==> src/rtl/alu_result_fifo_if.sv <==
// Push/pop handshake bundle between the ALU, the result FIFO and its consumer.
// master = producer/consumer side, slave = FIFO side.
interface alu_result_fifo_if #(
    parameter int N = 3
);
    logic         in_valid;
    logic         in_ready;
    logic [N+1:0] in_result;
    logic [2:0]   in_op;
    logic         out_valid;
    logic         out_ready;
    logic [N+1:0] out_result;
    logic [2:0]   out_op;
    logic         out_zero;
    logic         out_neg;

    modport master (
        output in_valid, in_result, in_op, out_ready,
        input  in_ready, out_valid, out_result, out_op, out_zero, out_neg
    );

    modport slave (
        input  in_valid, in_result, in_op, out_ready,
        output in_ready, out_valid, out_result, out_op, out_zero, out_neg
    );
endinterface

==> src/rtl/alu_result_fifo.sv <==
// Show-ahead FIFO buffering signed ALU results with their opcode and
// zero/negative flags computed at push time.
module alu_result_fifo #(
    parameter int N     = 3,
    parameter int DEPTH = 4
) (
    input  logic                     clk,
    input  logic                     reset,
    alu_result_fifo_if.slave         bus,
    output logic [$clog2(DEPTH):0]   count,
    output logic                     drop_err
);
    localparam int AW = $clog2(DEPTH);
    localparam int RW = N + 2;
    localparam int EW = RW + 5;
    localparam logic [AW:0]   DEPTH_C = (AW + 1)'(DEPTH);
    localparam logic [AW:0]   CNT_ONE = (AW + 1)'(1);
    localparam logic [AW-1:0] PTR_ONE = AW'(1);

    // Entry layout: {result, op, zero, neg}
    logic [EW-1:0] mem [DEPTH];

    logic [AW-1:0] wr_ptr_reg, wr_ptr_next;
    logic [AW-1:0] rd_ptr_reg, rd_ptr_next;
    logic [AW:0]   count_reg, count_next;
    logic          drop_err_reg, drop_err_next;

    logic          full, empty, push, pop;
    logic [EW-1:0] wr_entry, head;

    // in_ready comes only from the registered count, never from out_ready
    assign full  = (count_reg == DEPTH_C);
    assign empty = (count_reg == '0);
    assign push  = bus.in_valid & ~full;
    assign pop   = bus.out_ready & ~empty;

    assign wr_entry = {bus.in_result, bus.in_op, (bus.in_result == '0), bus.in_result[RW-1]};

    always_comb begin
        wr_ptr_next   = wr_ptr_reg;
        rd_ptr_next   = rd_ptr_reg;
        count_next    = count_reg;
        drop_err_next = drop_err_reg | (bus.in_valid & full);
        if (push) wr_ptr_next = wr_ptr_reg + PTR_ONE;
        if (pop)  rd_ptr_next = rd_ptr_reg + PTR_ONE;
        case ({push, pop})
            2'b10:   count_next = count_reg + CNT_ONE;
            2'b01:   count_next = count_reg - CNT_ONE;
            default: count_next = count_reg;
        endcase
    end

    always_ff @(posedge clk) begin
        if (reset) begin
            wr_ptr_reg   <= '0;
            rd_ptr_reg   <= '0;
            count_reg    <= '0;
            drop_err_reg <= 1'b0;
        end else begin
            wr_ptr_reg   <= wr_ptr_next;
            rd_ptr_reg   <= rd_ptr_next;
            count_reg    <= count_next;
            drop_err_reg <= drop_err_next;
        end
    end

    // Storage is not reset; stale entries are hidden by out_valid
    always_ff @(posedge clk) begin
        if (push) mem[wr_ptr_reg] <= wr_entry;
    end

    assign head = mem[rd_ptr_reg];

    assign bus.in_ready   = ~full;
    assign bus.out_valid  = ~empty;
    assign bus.out_result = head[EW-1 -: RW];
    assign bus.out_op     = head[4:2];
    assign bus.out_zero   = head[1];
    assign bus.out_neg    = head[0];
    assign count          = count_reg;
    assign drop_err       = drop_err_reg;
endmodule
==> src/flat_wrapper.sv <==
// flat-port wrapper written by rule: the top's interface ports become plain ports
module alu_result_fifo_flat 
#(
    parameter int N     = 3,
    parameter int DEPTH = 4
)
  (clk, reset, count, drop_err, bus_in_valid, bus_in_result, bus_in_op, bus_out_ready, bus_in_ready, bus_out_valid, bus_out_result, bus_out_op, bus_out_zero, bus_out_neg);
  alu_result_fifo_if #(.N(N)) bus_i ();
  input  logic clk;
  input  logic reset;
  output logic [$clog2(DEPTH):0] count;
  output logic drop_err;
  input wire logic [$bits(bus_i.in_valid)-1:0] bus_in_valid;
  input wire logic [$bits(bus_i.in_result)-1:0] bus_in_result;
  input wire logic [$bits(bus_i.in_op)-1:0] bus_in_op;
  input wire logic [$bits(bus_i.out_ready)-1:0] bus_out_ready;
  output wire logic [$bits(bus_i.in_ready)-1:0] bus_in_ready;
  output wire logic [$bits(bus_i.out_valid)-1:0] bus_out_valid;
  output wire logic [$bits(bus_i.out_result)-1:0] bus_out_result;
  output wire logic [$bits(bus_i.out_op)-1:0] bus_out_op;
  output wire logic [$bits(bus_i.out_zero)-1:0] bus_out_zero;
  output wire logic [$bits(bus_i.out_neg)-1:0] bus_out_neg;
  assign bus_i.in_valid = bus_in_valid;
  assign bus_i.in_result = bus_in_result;
  assign bus_i.in_op = bus_in_op;
  assign bus_i.out_ready = bus_out_ready;
  assign bus_in_ready = bus_i.in_ready;
  assign bus_out_valid = bus_i.out_valid;
  assign bus_out_result = bus_i.out_result;
  assign bus_out_op = bus_i.out_op;
  assign bus_out_zero = bus_i.out_zero;
  assign bus_out_neg = bus_i.out_neg;
  alu_result_fifo #(.N(N), .DEPTH(DEPTH)) u_core (.clk(clk), .reset(reset), .bus(bus_i), .count(count), .drop_err(drop_err));
endmodule
==> config.mk <==
export PLATFORM = sky130hd
export DESIGN_NAME = alu_result_fifo_flat
export DESIGN_NICKNAME = d
export VERILOG_FILES = /design/src/rtl/alu_result_fifo_if.sv /design/src/rtl/alu_result_fifo.sv /design/src/flat_wrapper.sv
export SDC_FILE = /design/constraint.sdc
export NUM_CORES = 1
export LEC_CHECK = 0
export ABC_AREA = 1
export BUFFER_PORTS_ARGS = -buffer_cell sky130_fd_sc_hd__buf_2
export CAP_MARGIN = 5
export CORE_ASPECT_RATIO = 2
export CORE_MARGIN = 4
export CORE_UTILIZATION = 45
export CTS_CLUSTER_SIZE = 16
export DETAILED_ROUTE_END_ITERATION = 6
export PLACE_DENSITY = 0.72
export SYNTH_ARGS = -nofsm -noshare
export SYNTH_HDL_FRONTEND = slang
export SYNTH_SLANG_ARGS = --single-unit
==> constraint.sdc <==
create_clock -name clk -period 2.7 [get_ports clk]
set_input_delay 0.405 -clock clk [delete_from_list [all_inputs] [get_ports clk]]
set_output_delay 0.405 -clock clk [all_outputs]
set_load 0.05 [all_outputs]
# Yosys cells after proc, flatten, opt, wreduce, memory -nomap -nowiden
# Memory sizes are Yosys's and may differ from the RTL's. A register that Yosys moved wholly into a read port is not among the register bits.
# Index checks and enable logic that the tools add are counted.
[classes]
n_eq_ne = 3
n_reduce_logical = 3
n_addsub = 4
bitwise_logic = 6
n_mux = 5
[op_table]
columns = ["operator", "n"]
rows = [
  ["3-bit one-hot mux with 2 select lines", 1],
  ["5-bit logical NOT", 1],
  ["2-bit by 1-bit adder with 2-bit output (second input constant)", 2],
  ["2-bit 2-to-1 mux", 2],
  ["3-bit by 1-bit adder with 3-bit output (second input constant)", 1],
  ["1-bit bitwise AND", 3],
  ["3-bit equality test (second input constant)", 1],
  ["3-bit logical NOT", 1],
  ["3-bit by 1-bit subtractor with 3-bit output (second input constant)", 1],
  ["2-bit by 1-bit equality test with 1-bit output (second input constant)", 1],
  ["2-bit equality test (second input constant)", 1],
  ["1-bit 2-to-1 mux", 2],
  ["1-bit inverter", 2],
  ["2-bit nonzero test", 1],
  ["1-bit bitwise OR", 1],
]
[totals]
ram_bits = 40
output_inout_bits = 16
in_bits = 12
n_memories = 1
reg_bits = 8
[memory_table]
columns = ["memory", "depth", "width", "read_ports", "rd_clocked_by_memory_dff", "wr", "line", "source"]
rows = [
  ["u_core.mem", 4, 10, 1, 1, 1, "alu_result_fifo.sv:21", "logic [EW-1:0] mem [DEPTH];"],
]

# Logic depth before layout (Yosys ltp)
# Gate-level depths: netlist of run 1.
[depth]
word_depth = 5
mapped_depth = 13
ltp_nobuf = 13

# Least setup slack after synthesis of run 1
# OpenSTA, ideal clock, no wires.
[synth_timing]
path_type = "reg2reg"
start = "register u_core.count_reg[2], in the netlist u_core.count[2]"
end = "register u_core.count_reg[2], in the netlist u_core.count[2]"
stages_incl_launch_ff = 14
setup_slack_ns = 0.488
setup_ns = 0.113
arrival_ns = 2.099
synth_period_minus_slack_ns = 2.212
n_path_buf = 0
cell_sequence = "dfxtp_1 -> inv_2 -> nand2_2 -> nand2_1 -> inv_2 -> ha_1 -> inv_2 -> fa_1 -> inv_1 -> nand2_1 -> nand3_1 -> nand2_1 -> nand2_1 -> nor2_1"
[synth_via]
elab_chain_len = 5
elab_cells_between_ends = 12
classes_between = "add/sub (2); eq/ne (3); mux (1); bitwise (4); reduce/logical (2)"
[synth_lines]
columns = ["item", "line", "source"]
rows = [
  ["from (decl)", "alu_result_fifo.sv:25", "logic [AW:0] count_reg, count_next;"],
  ["from (signal assigned)", "alu_result_fifo.sv:62", "count_reg <= count_next;"],
  ["3-bit logical NOT *", "alu_result_fifo.sv:33", "assign empty = (count_reg == '0);"],
  ["1-bit inverter *", "n/a", ""],
  ["via bus_out_valid", "flat_wrapper.sv:18", "output wire logic [$bits(bus_i.out_valid)-1:0] bus_out_valid;"],
  ["1-bit bitwise AND *", "alu_result_fifo.sv:35", "assign pop = bus.out_ready & ~empty;"],
  ["via u_core.pop", "alu_result_fifo.sv:28", "logic full, empty, push, pop;"],
  ["2-bit by 1-bit equality test with 1-bit output / 2-bit equality test (equally long branches)", "alu_result_fifo.sv:46", "case ({push, pop})"],
  ["3-bit one-hot mux with 2 select lines / 2-bit nonzero test (equally long branches)", "n/a", ""],
]
# The timed path passes the listed nets; every way through them passes the cells marked *.
# A chain may end at the register's enable or synchronous reset.

==> results of run 1 <==
[area by class of cell]
| class | instances | area share [%] |
|---|---|---|
| flip-flops and latches | 46 | 59.0 |
| multi-input cells | 92 | 23.2 |
| repair buffers | 30 | 7.26 |
| clock buffers | 7 | 3.97 |
| inverters | 19 | 3.40 |
| well taps | 52 | 3.00 |
| clock inverters | 1 | 0.230 |
[per-stage QoR]
step	power [mW]	setup slack, ns	utilization, %	instance area (um^2)
finish	2.22	0.542	53.1	2170
global route	2.35	0.373	53.1	2170
CTS	2.24	0.554	53.1	2170
detailed placement	1.82	0.872	50.9	2080
global placement	1.81	0.915	50.9	2080
floorplan	1.66	0.488	-	1900
[synthesized netlist by cell type (all sizes together), types with 4 or more instances]
library cell | instances | area (um^2)
nor2 | 28 | 115
nand3 | 6 | 30.0
buf | 4 | 37.5
dfxtp | 10 | 200
a21oi | 6 | 37.5
o22ai | 9 | 56.3
ha | 5 | 62.6
o21ai | 20 | 100
nand2 | 15 | 68.8
inv | 19 | 73.8
edfxtp | 36 | 1080
[where the power goes]
group | total [mW] | switching [mW] | internal (mW) | leakage (nW)
Combinational | 0.871 | 0.661 | 0.209 | 0.376
Clock | 0.419 | 0.213 | 0.206 | 0.0482
Sequential | 0.927 | 0.0768 | 0.850 | 0.412
Total | 2.22 | 0.951 | 1.27 | 0.836
[worst max path at each step]
stage	startpoint	to	cells past startpoint
3_5_place_dp	register	bus_out_result[0]	4
5_1_grt	register	bus_out_result[0]	4
3_3_place_gp	register	bus_out_result[0]	4
6_report	register	bus_out_result[0]	4
2_1_floorplan	u_core.count[2]	u_core.count[2]	13
4_1_cts	register	bus_out_result[0]	4
[logic make-up (layout without fill, tap and decap cells)]
group                    after synthesis  count (layout)  synth area share (%)
buffers and inverters                 23              57                  5.87
flip-flops                            46              46                  67.6
AO/OA/AOI/OAI                         35              35                  10.2
AND/OR/NAND/NOR                       51              51                  11.9
adder cells (fa/ha/maj)                6               6                  4.36
[routing by layer]
| metal | part of all wire [%] | GRT usage, % |
|---|---|---|
| met5 | 0 | 0 |
| met4 | 3.2 | 7.87 |
| met1 | 35 | 13.1 |
| met3 | 4.9 | 2.97 |
| met2 | 57 | 25.0 |
==> results by group, run 1 <==
Synthesis
  – Post-Syn Area: 1900 um^2
  – Share of flip-flops with an asynchronous set or reset: 0%
  – Prevailing post-synth register cell: edfxtp_1
  – Number of flops mapped to enable cells by yosys: 36
  – Mapped Avg Cell Area: 11.8 um^2
  – Post-synthesis sequential area ratio: 67.6%
  – Yosys reg bits: 46
  – Syn. warnings: 0
  – Post-Syn Nets: 179
  – Cells after Synth: 161
  – Synth cell types: 23

Timing
  – Final setup viols: 0
  – Worst-Margin Slew: 0.815 ns
  – Clock Skew: 0.00302 ns
  – RSZ-0062 raised after global routing: false
  – Final Cycle Share: 79.9%
  – Pins over their slew limit: 0
  – Hold_ws: 0.323 ns
  – Final Hold Viols: 0
  – Tmin final: 2.16 ns
  – Setup TNS Final: 0 ns
  – Slew margin rel.: 45.5%
  – Max Freq: 0.463 GHz

Outcome
  – Run status: finished, final reports clean

GRT
  – First-pass GRT wire length: 5220 um
  – GRT Util Overall: 13.7%
  – Initial antenna violation count: 0
  – Largest net degree at the start of global routing: 20
  – Grt ovf: 0
  – Vias in the first global route: 1,226

Setup path
  – Worst Setup End Kind: output pin
  – Top Family by Delay on Critical Path: flip-flops
  – Worst R2R Path Depth: 12
  – Worst-path fanout max: 19
  – CP max stage cell: dfxtp_1
  – CP bufs+invs: 2
  – R2r endpoint: u_core.count[2]
  – R2r setup slk: 0.93 ns
  – CP max stage delay: 0.71 ns
  – CP required: 2.30 ns
  – Crit path DAT: 1.75 ns
  – Cells along the critical path: inv_4 -> o21ai_0 -> o22ai_1 -> buf_2
  – Crit start category: register
  – Critical path type: reg2out
  – Worst r2r src: u_core.count[0]

Die
  – I/O pins: 28
  – Die Span Y: 99.8 um
  – Starting Density: 46.4%
  – Core footprint: 4090 um^2
  – Die width: 53.9 um
  – Die ar.: 5380 um^2
  – Cell row count: 33

Finish
  – Commonest cells after routing, fill and taps aside: edfxtp_1 (36), buf_2 (27), nor2_1 (26)
  – Fin cells: 247
  – Number of fill cells: 376
  – Final #Nets: 212
  – Register area: 1280 um^2
  – Layout cell share with drive strength beyond 1: 25.1%
  – Area delta synth->final: 14.6%
  – Ant. Diodes: 0
  – Multi-input logic area: 503 um^2
  – Max FFs per register: 36
  – Commonest non-fill, non-tap cell in the layout: edfxtp_1

Clock network
  – Later-pin clock latency in the skew report: 0.29 ns
  – H-Tree Depth: 2
  – Cts repair resizes: 0
  – Longest Clk Path Bufs: 2
  – CTS tree: built
  – Root Driver: clkbuf_8
  – CTS Sinks: 46
  – Hold_buf cts: 0
  – Post-CTS Repair Setup Buffers: 0
  – Worst-path clk slew: 0.08 ns
  – CTS buffer count: 5

Routing
  – Initial DRT Pass Iterations: 4
  – WL/cell: 12.9 um
  – # DRC: 0
  – Final WL: 3180 um
  – Via Count: 1,230
  – Vias per cell: 4.98
  – Final ANT Viol Nets: 0
  – DR iter-0 viols: 14

Worst hold path
  – Worst Hold Class: in2reg
  – Worst hold start: bus_in_op[2]
  – Hold Crit Depth: 1
  – Hold Crit Endpoint: u_core.mem[3][4]

Placed design
  – DP HPWL: 2290 um
  – Final Wtd Congestion: 0.700
  – IO buf count: 27
  – Dpl cells: 239

Power and ir drop
  – Power density over the cells: 1020 nW/um^2
  – Total leakage power: 0.836 nW
  – Peak VDD IR: 0.655 mV

Job
  – Max cap viols: 0
Note: power is estimated with default switching activity, not from simulation.
==> run 2, diff against run 1 <==
--- a/config.mk
+++ b/config.mk
@@ -13,7 +13,7 @@
 export CORE_UTILIZATION = 45
 export CTS_CLUSTER_SIZE = 16
 export DETAILED_ROUTE_END_ITERATION = 6
-export PLACE_DENSITY = 0.72
+export PLACE_DENSITY = 0.75
 export SYNTH_ARGS = -nofsm -noshare
 export SYNTH_HDL_FRONTEND = slang
 export SYNTH_SLANG_ARGS = --single-unit
==> constraint.sdc (replaced) <==
create_clock -name clk -period 1.9 [get_ports clk]
set_input_delay 0.285 -clock clk [delete_from_list [all_inputs] [get_ports clk]]
set_output_delay 0.285 -clock clk [all_outputs]
set_load 0.05 [all_outputs]
==> run 2 against run 1 <==
Effect of this change: worst setup slack worse by 0.41 ns; largest power group unchanged; first-iteration DRC count increased by 93%; sequential share of layout area fell by 0.96 points; die area unchanged; combinational power rose by 50%; critical endpoint is now bus_out_op[2]; sequential power rose by 41%; cell count increased by 0.81%.
==> results by group, run 2 (synthesis gave the netlist of run 1 again) <==
Outcome
  – Run status: finished, final reports clean

Timing
  – Fin worst setup slack: 0.128 ns (-0.414 ns)
  – Tmin final: 1.77 ns
  – Final setup viols: 0 (unchanged)
  – Clock Skew: 0.00477 ns (+0.00175 ns)
  – Worst-Margin Slew: 0.392 ns (-0.423 ns)
  – Slew margin rel.: 73.8% (+28 points)
  – RSZ-0062 raised after global routing: false
  – Max Freq: 0.564 GHz
  – Pins over their slew limit: 0 (unchanged)
  – Final Hold Viols: 0 (unchanged)
  – Final Cycle Share: 93.2%

Setup path
  – CP required: 1.62 ns (-0.68 ns)
  – Crit path DAT: 1.49 ns (-0.26 ns)
  – Worst r2r src: u_core.count[0]
  – Worst-path fanout max: 11 (-8)
  – R2r setup slk: 0.18 ns (-0.75 ns)
  – Worst R2R Path Depth: 12 (unchanged)
  – Crit start category: register
  – Worst Setup End Kind: output pin
  – R2r endpoint: u_core.count[2]
  – Critical path type: reg2out

Placed design
  – DP HPWL: 2350 um (+2.8%)
  – IO buf count: 27 (unchanged)
  – Pre-CTS setup slack: 0.166 ns (-0.706 ns)
  – Final Wtd Congestion: 0.760 (+8.6%)

Clock network
  – H-Tree Depth: 2 (unchanged)
  – CTS tree: built
  – Root Driver: clkbuf_8
  – Post-CTS Repair Setup Buffers: 0 (unchanged)
  – Longest Clk Path Bufs: 2 (unchanged)
  – CTS buffer count: 5 (unchanged)
  – Later-pin clock latency in the skew report: 0.28 ns (about the same)
  – CTS Sinks: 46 (unchanged)
  – Hold_buf cts: 0 (unchanged)
  – Worst-path clk slew: 0.08 ns (about the same)

Finish
  – Ant. Diodes: 0 (unchanged)
  – Final #Nets: 214 (+0.94%)
  – Area delta synth->final: 17.2%
  – Final cell utilization of the core: 54.3% (+1.2 points)
  – Register area: 1290 um^2 (+0.59%)
  – Number of fill cells: 330 (-12%)
  – Layout cell share with drive strength beyond 1: 28.9% (+3.8 points)
  – Commonest non-fill, non-tap cell in the layout: edfxtp_1
  – Multi-input logic area: 512 um^2 (+1.7%)
  – Commonest cells after routing, fill and taps aside: edfxtp_1 (36), nor2_1 (26), buf_2 (26)
  – Max FFs per register: 36 (unchanged)

Worst hold path
  – Hold Crit Depth: 1 (unchanged)
  – Hold Crit Endpoint: u_core.mem[1][3]
  – Worst hold start: bus_in_op[1]
  – Worst Hold Class: in2reg

Routing
  – WL/cell: 13.1 um (+1.9%)
  – Via Count: 1,248 (+1.5%)
  – Vias per cell: 5.01 (+0.65%)
  – Initial DRT Pass Iterations: 4 (unchanged)
  – Final WL: 3270 um (+2.7%)
  – # DRC: 0 (unchanged)
  – Final ANT Viol Nets: 0 (unchanged)
  – DR iter-0 viols: 27 (+13)

Die
  – Cell row count: 33 (unchanged)
  – Core footprint: 4090 um^2 (unchanged)
  – Die width: 53.9 um (unchanged)
  – Starting Density: 46.4% (unchanged)
  – Die ar.: 5380 um^2 (unchanged)
  – I/O pins: 28 (unchanged)
  – Die Span Y: 99.8 um (unchanged)

GRT
  – First-pass GRT wire length: 5340 um (+2.4%)
  – Largest net degree at the start of global routing: 19 (-5.0%)
  – Initial antenna violation count: 0 (unchanged)
  – Grt ovf: 0 (unchanged)
  – GRT Util Overall: 14.0% (+0.30 points)
  – Vias in the first global route: 1,199 (-2.2%)

Power and ir drop
  – Peak VDD IR: 1.14 mV (+74%)
  – Power density over the cells: 1480 nW/um^2 (+45%)
  – Total leakage power: 0.853 nW (+2.1%)

Job
  – Max cap viols: 0 (unchanged)
## run 2: how the worst max path moves through the flow
stage / startpoint / slack, ns / cells past startpoint / endpoint
floorplan: u_core.count[2] / -0.12 / 13 / u_core.count[2]
global placement: u_core.count[0] / 0.23 / 12 / u_core.count[2]
detailed placement: u_core.count[0] / 0.17 / 12 / u_core.count[2]
CTS: register / 0.07 / 4 / bus_out_op[2]
global route: register / 0.009 / 3 / bus_out_zero
finish: register / 0.13 / 4 / bus_out_op[2]
## run 2: repair_timing
action                     CTS  global route
hold endpoints to repair     0             0
setup endpoints to repair    5             3
gates resized for setup      2             3
pin swaps                    0             0
## run 2: worst max-delay path: stages, from the launching register on
cell and delay, ns:
dfxtp_4 0.41, buf_4 0.19, o21ai_0 0.10, o22ai_1 0.20, buf_2 0.29
## run 2: routing by layer
layer  vias up  GRT usage, %  part of all wire [%]
met2        31          25.3                    55
met1       585          14.2                    38
li1        627             -                     -
met3         5          3.71                   5.2
met5         -             0                     0
met4         0          5.91                   1.9
## run 2: area by class of cell
cell class / instances / area share, %
clock buffers: 7 / 3.44
inverters: 19 / 3.32
multi-input cells: 92 / 23.0
well taps: 52 / 2.93
flip-flops and latches: 46 / 58.0
repair buffers: 32 / 7.89
clock inverters: 1 / 1.35
## run 2: report_power, final
part           leakage, nW  switching, mW  internal [mW]
Combinational        0.388          0.980          0.329
Clock               0.0524          0.281          0.393
Sequential           0.413         0.0951           1.22
Total                0.853           1.36           1.94
## run 2: per-stage QoR
stage	power, mW	hold WS, ns	TNS [ns]	area (um^2)	instances
6_report	3.30	0.213	0	2220	249
5_1_grt	3.51	0.191	0	2220	249
4_1_cts	3.32	0.207	0	2210	249
3_5_place_dp	2.65	0.448	0	2110	241
3_3_place_gp	2.63	0.437	0	2110	241
2_1_floorplan	2.37	0.347	-0.119	1910	161
==> run 3, diff against run 2 <==
--- a/config.mk
+++ b/config.mk
@@ -5,7 +5,6 @@
 export SDC_FILE = /design/constraint.sdc
 export NUM_CORES = 1
 export LEC_CHECK = 0
-export ABC_AREA = 1
 export BUFFER_PORTS_ARGS = -buffer_cell sky130_fd_sc_hd__buf_2
 export CAP_MARGIN = 5
 export CORE_ASPECT_RATIO = 2
==> run 3 against run 2 <==
Effect of this change: critical path depth grew 4; via count shrank 20%; clock skew is essentially flat; worst setup slack lost 0.12 ns; synthesized cell count shrank 34%; routed wire length shrank 4.6%; sequential share of layout area is essentially flat; global-route usage grew 0.13 points; die area shrank 3.4%; maximum frequency shrank 6.5%; cell area grew 0.17%; non-clock buffer count grew 3; largest power group is now combinational logic.
==> results by group, run 3 <==
Outcome
  – Run status: finished, final reports clean

Synthesis
  – Post-Syn Area: 1820 um^2 (-3.8%)
  – Number of flops mapped to enable cells by yosys: 36 (unchanged)
  – Yosys top cell by area: edfxtp_1
  – Prevailing post-synth register cell: edfxtp_1
  – Top cell type's share of synthesized area: 59.3% (+2.3 points)
  – Synth cell types: 23 (unchanged)
  – Share of flip-flops with an asynchronous set or reset: 0% (unchanged)
  – Mapped Avg Cell Area: 17.2 um^2 (+46%)
  – Post-Syn Nets: 124 (-31%)
  – Top-count cell post-synth: edfxtp_1
  – Post-synthesis sequential area ratio: 70.3% (+2.7 points)
  – Syn. warnings: 0 (unchanged)
  – Most frequent cells after synthesis: edfxtp_1 (36), dfxtp_1 (10), mux4_2 (9), inv_1 (8), nor2_1 (8)
  – Cells after Synth: 106 (-34%)
  – Synth area leaders: edfxtp_1 (59%), mux4_2 (11%), dfxtp_1 (11%)
  – Yosys reg bits: 46 (unchanged)

Routing
  – # DRC: 0 (unchanged)
  – Initial DRT Pass Iterations: 3 (-1)
  – Vias per cell: 5.12 (+2.1%)
  – Via Count: 1,003 (-20%)
  – Final ANT Viol Nets: 0 (unchanged)
  – DR iter-0 viols: 17 (-37%)
  – Final WL: 3120 um (-4.6%)
  – WL/cell: 15.9 um (+21%)

Timing
  – RSZ-0062 raised after global routing: true
  – Clock Skew: 0.00481 ns (+0.0000429 ns)
  – Final Cycle Share: 99.7% (+6.5 points)
  – Slew margin rel.: 66.5% (-7.4 points)
  – Tmin final: 1.89 ns (+0.123 ns)
  – Final Hold Viols: 0 (unchanged)
  – Worst-Margin Slew: 0.503 ns (+0.111 ns)
  – Pins over their slew limit: 0 (unchanged)
  – Setup TNS Final: 0 ns (unchanged)
  – Final setup viols: 0 (unchanged)
  – Max Freq: 0.528 GHz (-6.5%)

Finish
  – Number of fill cells: 331 (+0.30%)
  – Final #Nets: 162 (-24%)
  – Max FFs per register: 36 (unchanged)
  – Register area: 1290 um^2 (about the same)
  – Commonest non-fill, non-tap cell in the layout: edfxtp_1
  – Layout cell share with drive strength beyond 1: 43.4% (+15 points)
  – Ant. Diodes: 0 (unchanged)
  – Final cell utilization of the core: 57.3% (+2.9 points)
  – Commonest cells after routing, fill and taps aside: edfxtp_1 (36), buf_2 (25), mux4_2 (9), buf_4 (9)
  – Multi-input logic area: 519 um^2 (+1.5%)
  – Area delta synth->final: 22.0%

Power and ir drop
  – Total leakage power: 0.806 nW (-5.6%)
  – Peak VDD IR: 0.904 mV (-21%)
  – Power density over the cells: 1500 nW/um^2 (+1.0%)

Clock network
  – Hold_buf cts: 0 (unchanged)
  – Longest Clk Path Bufs: 2 (unchanged)
  – Worst-path clk slew: 0.09 ns (about the same)
  – CTS Sinks: 46 (unchanged)
  – H-Tree Depth: 2 (unchanged)
  – CTS buffer count: 5 (unchanged)
  – Root Driver: clkbuf_8
  – CTS tree: built
  – Later-pin clock latency in the skew report: 0.30 ns (+0.02 ns)

Setup path
  – Worst r2r src: u_core.count[2]
  – Cells along the critical path: buf_4 -> o31a_2 -> ha_4 -> inv_1 -> fa_2 -> nor2_2 -> a21oi_1 -> nor2_1
  – Crit start category: register
  – R2r endpoint: u_core.count[1]
  – CP max stage cell: fa_2
  – Worst R2R Path Depth: 8 (-4)
  – Worst Setup End Kind: register
  – CP max stage delay: 0.45 ns (+0.04 ns)
  – Crit path DAT: 2.12 ns (+0.63 ns)
  – Top Family by Delay on Critical Path: adder cells
  – Critical path type: reg2reg
  – Worst-path fanout max: 3 (-8)
  – R2r setup slk: 0.005 ns (-0.17 ns)
  – CP required: 2.13 ns (+0.51 ns)
  – CP bufs+invs: 2 (unchanged)

GRT
  – Initial antenna violation count: 0 (unchanged)
  – Vias in the first global route: 1,116 (-6.9%)
  – GRT Util Overall: 14.1% (+0.13 points)
  – Grt ovf: 0 (unchanged)
  – First-pass GRT wire length: 5210 um (-2.5%)
  – Largest net degree at the start of global routing: 16 (-3)

Die
  – Cell row count: 32 (-3.0%)
  – Die ar.: 5200 um^2 (-3.4%)
  – I/O pins: 28 (unchanged)
  – Die width: 53.0 um (-1.7%)
  – Core footprint: 3880 um^2 (-5.0%)
  – Starting Density: 46.9% (+0.57 points)
  – Die Span Y: 98.0 um (-1.8%)

Worst hold path
  – Hold Crit Depth: 1 (unchanged)
  – Worst Hold Class: in2reg
  – Hold Crit Endpoint: u_core.mem[1][2]
  – Worst hold start: bus_in_op[0]

Placed design
  – Final Wtd Congestion: 0.833 (+9.5%)
  – DP HPWL: 2250 um (-4.5%)
  – IO buf count: 27 (unchanged)

Job
  – Max cap viols: 0 (unchanged)
[run 3: cell type report]
cell class / instances / area share, %
flip-flops and latches: 46 / 58.0
multi-input cells: 48 / 23.3
repair buffers: 35 / 9.34
clock buffers: 5 / 3.09
well taps: 51 / 2.87
clock inverters: 3 / 2.02
inverters: 8 / 1.35
[run 3: timing repair]
| item | in CTS | in global routing |
|---|---|---|
| gates resized for setup | 2 | 9 |
| pin swaps | 1 | 1 |
| setup buffers | 4 | 0 |
| endpoints found under the setup margin | 6 | 4 |
[run 3: cell families after synthesis]
kind of cell	synth area share [%]
buffers and inverters	2.75
adders and majority gates	4.53
AOI/OAI and AO/OA	2.68
muxes	11.7
xor gates and xnor gates	1.92
DFF	70.3
and+or+nand+nor	6.18
[run 3: routing by layer]
layer	global-route usage, %	wire length [um]	part of all wire [%]
met4	9.45	140	4.5
met2	25.2	1840	59
met5	0	0	0
met3	2.29	139	4.5
met1	14.0	992	32
[run 3: worst max-delay path by stage]
stage	cells past startpoint	end	start	slack [ns]
after floorplan	9	u_core.count[2]	u_core.count[2]	-0.12
after global placement	9	u_core.count[2]	u_core.count[1]	0.06
after detailed placement	9	u_core.count[2]	u_core.count[1]	-0.03
after CTS	9	u_core.count[2]	u_core.count[0]	-0.01
after global routing	9	u_core.count[2]	u_core.count[2]	-0.08
final	8	u_core.count[1]	u_core.count[2]	0.005
[run 3: through the flow]
stage / total power, mW / worst slack [ns] / instances / hold WS [ns] / cell area (um^2)
3_3_place_gp: 2.50 / 0.0578 / 184 / 0.446 / 2050
6_report: 3.34 / 0.00529 / 196 / 0.198 / 2220
4_1_cts: 3.31 / -0.00960 / 196 / 0.193 / 2200
5_1_grt: 3.49 / -0.0836 / 196 / 0.195 / 2220
3_5_place_dp: 2.55 / -0.0341 / 184 / 0.464 / 2050
2_1_floorplan: 2.27 / -0.116 / 106 / 0.384 / 1840
[run 3: report_power, final]
part | internal [mW] | leakage, nW | switching (mW)
Combinational | 0.469 | 0.341 | 0.851
Clock | 0.391 | 0.0504 | 0.332
Sequential | 1.22 | 0.414 | 0.0720
